==> src/rtl/onewire_pkg.sv <==
// -----------------------------------------------------------------------------
// onewire_pkg
// Shared definitions for the 1-Wire master write-slot generator:
//   - state_t          : slot FSM states (IDLE, LOW, RECOVER)
//   - T_*_DEFAULT      : default slot timing in clock cycles
//   - max3()           : helper used to size the slot duration counter
// -----------------------------------------------------------------------------
package onewire_pkg;

   typedef enum logic [1:0] {
      IDLE    = 2'd0,
      LOW     = 2'd1,
      RECOVER = 2'd2
   } state_t;

   localparam int T_LOW1_DEFAULT = 6;   // bus-low cycles, write-1 slot
   localparam int T_LOW0_DEFAULT = 60;  // bus-low cycles, write-0 slot
   localparam int T_REC_DEFAULT  = 1;   // released cycles after every slot

   function automatic int max3(input int a, input int b, input int c);
      int m;
      m = (a > b) ? a : b;
      return (m > c) ? m : c;
   endfunction

endpackage

==> src/rtl/onewire_slot_timer.sv <==
// -----------------------------------------------------------------------------
// onewire_slot_timer
// Loadable down-counter that times one phase of a 1-Wire slot. A phase loaded
// with value N lasts N+1 cycles; done is high in the last cycle of the phase.
// The counter stops at zero and never wraps.
// Ports:
//   clk        : clock, posedge
//   rst        : synchronous active-high reset (count cleared to 0)
//   load       : load load_value on this edge (takes priority over counting)
//   load_value : remaining-cycle count to load (phase length minus one)
//   done       : count has reached its terminal value (0)
// -----------------------------------------------------------------------------
module onewire_slot_timer #(
   parameter int W = 7
) (
   input  logic         clk,
   input  logic         rst,
   input  logic         load,
   input  logic [W-1:0] load_value,
   output logic         done
);

   logic [W-1:0] count;

   // NOTE: sequential state is assigned with non-blocking (<=) so every flop
   // samples the pre-edge values, independent of process evaluation order.
   always_ff @(posedge clk) begin
      if (rst) begin
         count <= '0;
      end else if (load) begin
         count <= load_value;
      end else if (count != '0) begin
         count <= count - 1'b1;
      end
   end

   assign done = (count == '0);

endmodule

==> src/rtl/master_tx.sv <==
// -----------------------------------------------------------------------------
// master_tx
// 1-Wire master write-slot generator. When ready is seen in IDLE, bit_to_send
// is latched and the bus is pulled low for T_LOW1 (bit 1) or T_LOW0 (bit 0)
// cycles, then released for T_REC recovery cycles. Inputs are ignored while a
// slot is in progress. With ready held high, slots run back-to-back with no
// extra idle cycle: the edge that ends RECOVER also acts as the IDLE decision.
// Ports:
//   clk         : clock, posedge
//   rst         : synchronous active-high reset, aborts any slot in progress
//   bit_to_send : data bit for the next slot (1 = write-1, 0 = write-0)
//   ready       : level-sensitive request to start a slot
//   bus_out     : registered 1-Wire drive (0 = pull low, 1 = released)
// -----------------------------------------------------------------------------
module master_tx
   import onewire_pkg::*;
#(
   parameter int T_LOW1 = T_LOW1_DEFAULT,
   parameter int T_LOW0 = T_LOW0_DEFAULT,
   parameter int T_REC  = T_REC_DEFAULT
) (
   input  logic clk,
   input  logic rst,
   input  logic bit_to_send,
   input  logic ready,
   output logic bus_out
);

   localparam int CW = $clog2(max3(T_LOW0, T_LOW1, T_REC)) + 1;

   // Phase length N is loaded as N-1 because the entry cycle counts.
   localparam logic [CW-1:0] LOAD_LOW1 = CW'(T_LOW1 - 1);
   localparam logic [CW-1:0] LOAD_LOW0 = CW'(T_LOW0 - 1);
   localparam logic [CW-1:0] LOAD_REC  = CW'(T_REC - 1);

   state_t        state;
   state_t        state_next;
   logic          slot_bit;
   logic          latch_bit;
   logic          load;
   logic [CW-1:0] load_value;
   logic          done;

   onewire_slot_timer #(
      .W (CW)
   ) u_timer (
      .clk        (clk),
      .rst        (rst),
      .load       (load),
      .load_value (load_value),
      .done       (done)
   );

   // NOTE: every signal driven here gets a default first, so no path leaves
   // a value unassigned and no latch is inferred.
   always_comb begin
      state_next = state;
      load       = 1'b0;
      load_value = '0;
      latch_bit  = 1'b0;

      case (state)
         IDLE: begin
            if (ready) begin
               state_next = LOW;
               load       = 1'b1;
               load_value = bit_to_send ? LOAD_LOW1 : LOAD_LOW0;
               latch_bit  = 1'b1;
            end
         end
         LOW: begin
            if (done) begin
               state_next = RECOVER;
               load       = 1'b1;
               load_value = LOAD_REC;
            end
         end
         RECOVER: begin
            // Final recovery edge doubles as the IDLE decision so that a held
            // ready yields a slot period of exactly T_LOWx + T_REC.
            if (done) begin
               if (ready) begin
                  state_next = LOW;
                  load       = 1'b1;
                  load_value = bit_to_send ? LOAD_LOW1 : LOAD_LOW0;
                  latch_bit  = 1'b1;
               end else begin
                  state_next = IDLE;
               end
            end
         end
         default: begin
            state_next = IDLE;
         end
      endcase
   end

   // NOTE: only control flops are reset here; the timer clears its own count,
   // and reset priority over everything else aborts a slot mid-phase.
   always_ff @(posedge clk) begin
      if (rst) begin
         state    <= IDLE;
         slot_bit <= 1'b0;
         bus_out  <= 1'b1;
      end else begin
         state   <= state_next;
         bus_out <= (state_next != LOW);
         if (latch_bit) begin
            slot_bit <= bit_to_send;
         end
      end
   end

   // The latched bit only selects the phase length at load time; it is kept
   // as the slot's record of what is being written.
   logic unused_slot_bit;
   assign unused_slot_bit = slot_bit;

endmodule

==> config.mk <==
export PLATFORM = sky130hd
export DESIGN_NAME = master_tx
export DESIGN_NICKNAME = d
export VERILOG_FILES = /design/src/rtl/onewire_pkg.sv /design/src/rtl/onewire_slot_timer.sv /design/src/rtl/master_tx.sv
export SDC_FILE = /design/constraint.sdc
export NUM_CORES = 1
export LEC_CHECK = 0
export ABC_CLOCK_PERIOD_IN_PS = 1900
export BUFFER_PORTS_ARGS = -buffer_cell sky130_fd_sc_hd__clkbuf_2
export CAP_MARGIN = 30
export CORE_MARGIN = 2
export CORE_UTILIZATION = 40
export CTS_CLUSTER_DIAMETER = 120
export DETAILED_ROUTE_END_ITERATION = 7
export PLACE_DENSITY = 0.65
export RECOVER_POWER = 25
export SYNTH_ARGS = -nofsm -noshare
export SYNTH_HDL_FRONTEND = slang
export SYNTH_SLANG_ARGS = --single-unit
==> constraint.sdc <==
create_clock -name clk -period 1.9 [get_ports clk]
set_input_delay 0.285 -clock clk [delete_from_list [all_inputs] [get_ports clk]]
set_output_delay 0.285 -clock clk [all_outputs]
set_load 0.01 [all_outputs]
==> results of run 1 <==
==> state kept, by name, summed over array words and instances, names as in the netlist <==
signal	cells
u_timer.count	7
state	2
bus_out	1
==> through the flow <==
stage / total power, mW / hold WS, ps / worst slack, ps
6_report: 0.944 / 284 / 52.3
5_1_grt: 1.03 / 302 / -28.5
4_1_cts: 0.892 / 285 / 8.82
3_5_place_dp: 0.750 / 528 / 18.5
3_3_place_gp: 0.752 / 530 / -14.3
2_1_floorplan: 0.648 / 357 / 100
==> cell type report <==
type / count / share of cell area
inverter: 6 / 0.0326
sequential: 10 / 0.292
clock buffer: 3 / 0.0326
timing repair buffer: 8 / 0.0707
multi-input combinational: 50 / 0.545
tap: 15 / 0.0272
==> path summary, 6_finish.rpt <==
path	to	cells past startpoint
min	u_timer.count[0]	2
min reg2reg	u_timer.count[1]	2
max reg2reg	u_timer.count[2]	6
max	u_timer.count[2]	6
==> cell families after synthesis <==
logic type	after synthesis	synth area share
AO/OA/AOI/OAI	15	0.199
XOR/XNOR	4	0.0632
adder cells (fa/ha/maj)	2	0.0451
buffers and inverters	6	0.0406
flip-flops	10	0.361
AND/OR/NAND/NOR	29	0.291
==> critical path, cell delays in order (launching register included) <==
cell	delay (ps)
dfxtp_2	330
inv_2	80
ha_4	130
or4b_4	500
or3_4	380
a311oi_2	240
nor4_1	80
==> metal layers <==
metal  wire length [um]  vias to the layer above  part of all wire
met5                  0                        -                 0
met4                 10                        0            0.0092
met3                 45                        2             0.042
met2                481                        7              0.44
met1                546                      206              0.50
li1                   -                      262                 -
==> power breakdown <==
group	total (mW)	internal [mW]	switching [mW]	leakage, nW
clock	0.143	0.0729	0.0698	0.0138
combinational	0.447	0.218	0.229	0.178
sequential	0.354	0.269	0.0846	0.0831
==> cell usage after synthesis <==
library cell   n
inv_1          6
ha_1           2
nand3_1        1
nor4_1         1
xnor2_1        2
or2_2          1
a21oi_1        8
xor2_1         2
nand2b_1       1
a32oi_1        1
or3_4          1
nor3_1         4
a311oi_1       2
dfxtp_1       10
nor2b_1        1
o221ai_2       1
nor3b_1        1
a211oi_1       1
a221oi_1       1
or4b_4         1
nor3_4         1
nand2_1        6
nor2_1         9
or3_1          1
o31ai_2        1
==> out/summary.txt, run 1 <==
maximum clock insertion buffer count -> 2
CTS tree -> done
most frequent cells in the layout -> 9 x dfxtp_1, 8 x nor2_1, 8 x a21oi_1
area grow syn2layout -> 24.6%
max-slew violations -> 0
vias in the first global route -> 451
area of the core -> 0.00130 sq mm
register area share after synthesis -> 0.361
Die Y -> 41.2 um
syn_nets -> 72
CP Data Arrival Time -> 1990 ps
gr ovfl total -> 0
area of the multi-input gates -> 377 sq um
pin count of the biggest net entering global routing -> 8
Detail Placement HPWL -> 836 um
post-route DRC violation count -> 0
area leader, netlist -> dfxtp_1
Layout Nets -> 85
Vias/cell -> 5.18
Worst-Margin Slew -> 357 ps
Post-CTS Setup Bufs -> 0
register area -> 201 sq um
die area -> 0.00170 sq mm
Initial Utilization -> 0.426
hold_sp -> rst
initial antenna violation count -> 0
Synth warnings -> 0
commonest non-fill, non-tap cell in the layout -> dfxtp_1
total CTS buffers -> 3
routed len/inst -> 11.8 um
fillers -> 127
register bit count reported by yosys -> 10
Ports -> 5
met1 Track Usage GR -> 0.199
global-route wire length before repair -> 1820 um
CP Max Fanout -> 3
Startpoint Class -> flop
clk sinks -> 10
Placed Cells -> 89
fmax -> 0.541 GHz
Worst-path clk slew -> 70 ps
total track usage -> 0.168
RSZ-0062 raised after global routing -> yes
top cells by area, synth -> dfxtp_1 36%, a21oi_1 7.2%, nor2_1 6.1%
critical path class -> flop to flop
CTS resizes -> 0
FP Rows -> 13
setup tns final -> 0 ps
skew final -> 1.80 ps
GR Util met2 -> 0.277
outcome -> complete, no violations
Final Util -> 0.531
CP Data Required Time -> 2040 ps
routability cong. -> 0.817
Chip Width -> 41.2 um
Max Cap Viol -> 0
M3 GR Usage -> 0.0489
final WL -> 1080 um
DP Area -> 623 sq um
clk root buf -> clkbuf_4
Final min period -> 1850 ps
fin crit share -> 0.972
reg-to-reg startpoint -> u_timer.count[0]
Syn Inst Count -> 66
n_diodes -> 0
leakage -> 0.275 nW
Port Buffers -> 4
crit path launch -> u_timer.count[0]
final cell count without fillers -> 92
Syn Std Cell Area -> 554 sq um
# setup viols final -> 0
syn avg cell area -> 8.40 sq um
post-synth top area share -> 0.361
Via Count -> 477
Worst R2R Setup Slack -> 50 ps
library cells used by synthesis -> 25
H-tree depth -> 1
fin area -> 691 sq um
CP endpoint kind -> flop
maximum VDD drop -> 0.000585 V
global routing's busiest layer -> met2
Final Hold Viols -> 0
PwrDens -> 1370 mW/mm^2
layout cells sized above 1 -> 0.299
post-cts hold buffer count -> 0
Worst Hold Class -> primary input to flop
Pre-antenna DRT Iters -> 4
Clock Latency Late Sink -> 260 ps
Routed Antenna Nets -> 0
1st-iter DRT viols -> 8
Relative slew margins -> 0.762
(Power assumes the default switching activity.)
==> inputs of run 2 (changes only) <==
--- a/config.mk
+++ b/config.mk
@@ -12,6 +12,7 @@
 export CORE_UTILIZATION = 40
 export CTS_CLUSTER_DIAMETER = 120
 export DETAILED_ROUTE_END_ITERATION = 7
+export MAX_ROUTING_LAYER = met4
 export PLACE_DENSITY = 0.65
 export RECOVER_POWER = 25
 export SYNTH_ARGS = -nofsm -noshare
==> run 2 against run 1 <==
Against the previous run:
- hold slack worse by 1.2 ps
- die area is the same
- highest routed layer unchanged
- clock power about the same
- critical path depth did not move
- total power about the same
- sequential power about the same
- sequential share of layout area stayed put
- first-iteration DRC count is 13% lower
- fmax about the same
- largest cell class unchanged
==> out/summary.txt, run 2 (synthesis results as in run 1) <==
routed len/inst -> 11.8 um (about the same)
Clock Latency Late Sink -> 260 ps (about the same)
post-cts hold buffer count -> 0 (unchanged)
CTS resizes -> 0 (unchanged)
Chip Width -> 41.2 um (unchanged)
CP Max Fanout -> 3 (unchanged)
max-slew violations -> 0 (unchanged)
Worst R2R Setup Slack -> 50 ps (about the same)
Switch Pwr -> 0.384 mW (+0.14%)
Final Hold Viols -> 0 (unchanged)
leakage -> 0.275 nW (unchanged)
sequential power share -> 0.375 (about the same)
most frequent cells in the layout -> 9 x dfxtp_1, 8 x nor2_1, 8 x a21oi_1
Placed Cells -> 89 (unchanged)
max reg flops -> 7 (unchanged)
worst slack, placed -> 18.5 ps (unchanged)
H-tree depth -> 1 (unchanged)
Internal Dissipation -> 0.560 mW (about the same)
total CTS buffers -> 3 (unchanged)
Hold Path Stages -> 2 (unchanged)
Final Power -> 0.944 mW (about the same)
initial antenna violation count -> 0 (unchanged)
FF-to-FF path depth -> 6 (unchanged)
RSZ-0062 raised after global routing -> yes
maximum clock insertion buffer count -> 2 (unchanged)
Relative slew margins -> 0.762 (about the same)
Biggest register -> u_timer.count
clk root buf -> clkbuf_4
area of the core -> 0.00130 sq mm (unchanged)
final WL -> 1080 um (about the same)
DP Area -> 623 sq um (unchanged)
WHS -> 283 ps (-1.19 ps)
Worst-path clk slew -> 70 ps (about the same)
Layout Nets -> 85 (unchanged)
Post-CTS Setup Bufs -> 0 (unchanged)
Detail Placement HPWL -> 836 um (unchanged)
Worst-Margin Slew -> 357 ps (-0.121 ps)
Die Y -> 41.2 um (unchanged)
die area -> 0.00170 sq mm (unchanged)
post-route DRC violation count -> 0 (unchanged)
routability cong. -> 0.829 (+1.5%)
Vias/cell -> 5.21 (+0.42%)
largest registers -> u_timer.count (7), state (2), bus_out (1)
Final min period -> 1850 ps (-0.0142 ps)
setup tns final -> 0 ps (unchanged)
total track usage -> 0.172 (+0.00462)
Final Util -> 0.531 (unchanged)
Startpoint Class -> flop
Routed Antenna Nets -> 0 (unchanged)
CP Data Arrival Time -> 1990 ps (about the same)
fin crit share -> 0.972 (about the same)
skew final -> 1.79 ps (-0.0137 ps)
Max Cap Viol -> 0 (unchanged)
final cell count without fillers -> 92 (unchanged)
area grow syn2layout -> 24.6% (unchanged)
vias in the first global route -> 450 (-0.22%)
pin count of the biggest net entering global routing -> 8 (unchanged)
Via Count -> 479 (+0.42%)
CP endpoint kind -> flop
clock network fraction of total power -> 0.152 (about the same)
PwrDens -> 1370 mW/mm^2 (about the same)
layout cells sized above 1 -> 0.299 (unchanged)
outcome -> complete, no violations
gr ovfl total -> 0 (unchanged)
fin area -> 691 sq um (unchanged)
FP Rows -> 13 (unchanged)
CTS tree -> done
Pre-antenna DRT Iters -> 4 (unchanged)
Ports -> 5 (unchanged)
clk sinks -> 10 (unchanged)
1st-iter DRT viols -> 7 (-1)
CP Data Required Time -> 2040 ps (about the same)
Worst Hold Class -> primary input to flop
commonest non-fill, non-tap cell in the layout -> dfxtp_1
fmax -> 0.541 GHz (about the same)
Switching Share -> 0.407 (about the same)
combinational share of power -> 0.474 (about the same)
critical path class -> flop to flop
Port Buffers -> 4 (unchanged)
Initial Utilization -> 0.426 (unchanged)
global-route wire length before repair -> 1820 um (unchanged)
worst setup margin -> 52.4 ps (+0.0142 ps)
maximum VDD drop -> 0.000585 V (about the same)
# setup viols final -> 0 (unchanged)
n_diodes -> 0 (unchanged)
## run 2: final timing paths
path,from,endpoint
worst max-delay path,u_timer.count[0],u_timer.count[2]
worst min-delay path,rst,u_timer.count[0]
worst max register to register,u_timer.count[0],u_timer.count[2]
worst min register to register,u_timer.count[1],u_timer.count[1]
## run 2: critical path: stages, from the launching register on
cell and delay, ps:
dfxtp_2 330, inv_2 80, ha_4 130, or4b_4 500, or3_4 380, a311oi_2 240
nor4_1 80
## run 2: layer usage
metal	track usage	vias to the layer above	wire, um
li1	-	262	-
met1	0.199	206	546
met2	0.277	7	475
met3	0.0489	4	43
met4	0.0726	0	18
met5	-	-	0
## run 2: cell type report
cell class	instances	area (sq um)
multi-input combinational	50	377
timing repair buffer	8	48.8
inverter	6	22.5
sequential	10	201
tap	15	18.8
clock buffer	3	22.5
fill	127	611
## run 2: power by group through the flow
| stage | Clock [mW] | Combinational (mW) | Sequential, mW |
|---|---|---|---|
| after detailed placement | 0 | 0.403 | 0.347 |
| after global placement | 0 | 0.407 | 0.345 |
| after CTS | 0.145 | 0.405 | 0.342 |
| final | 0.143 | 0.447 | 0.354 |
| after global routing | 0.154 | 0.510 | 0.362 |
| after floorplan | 0 | 0.313 | 0.335 |
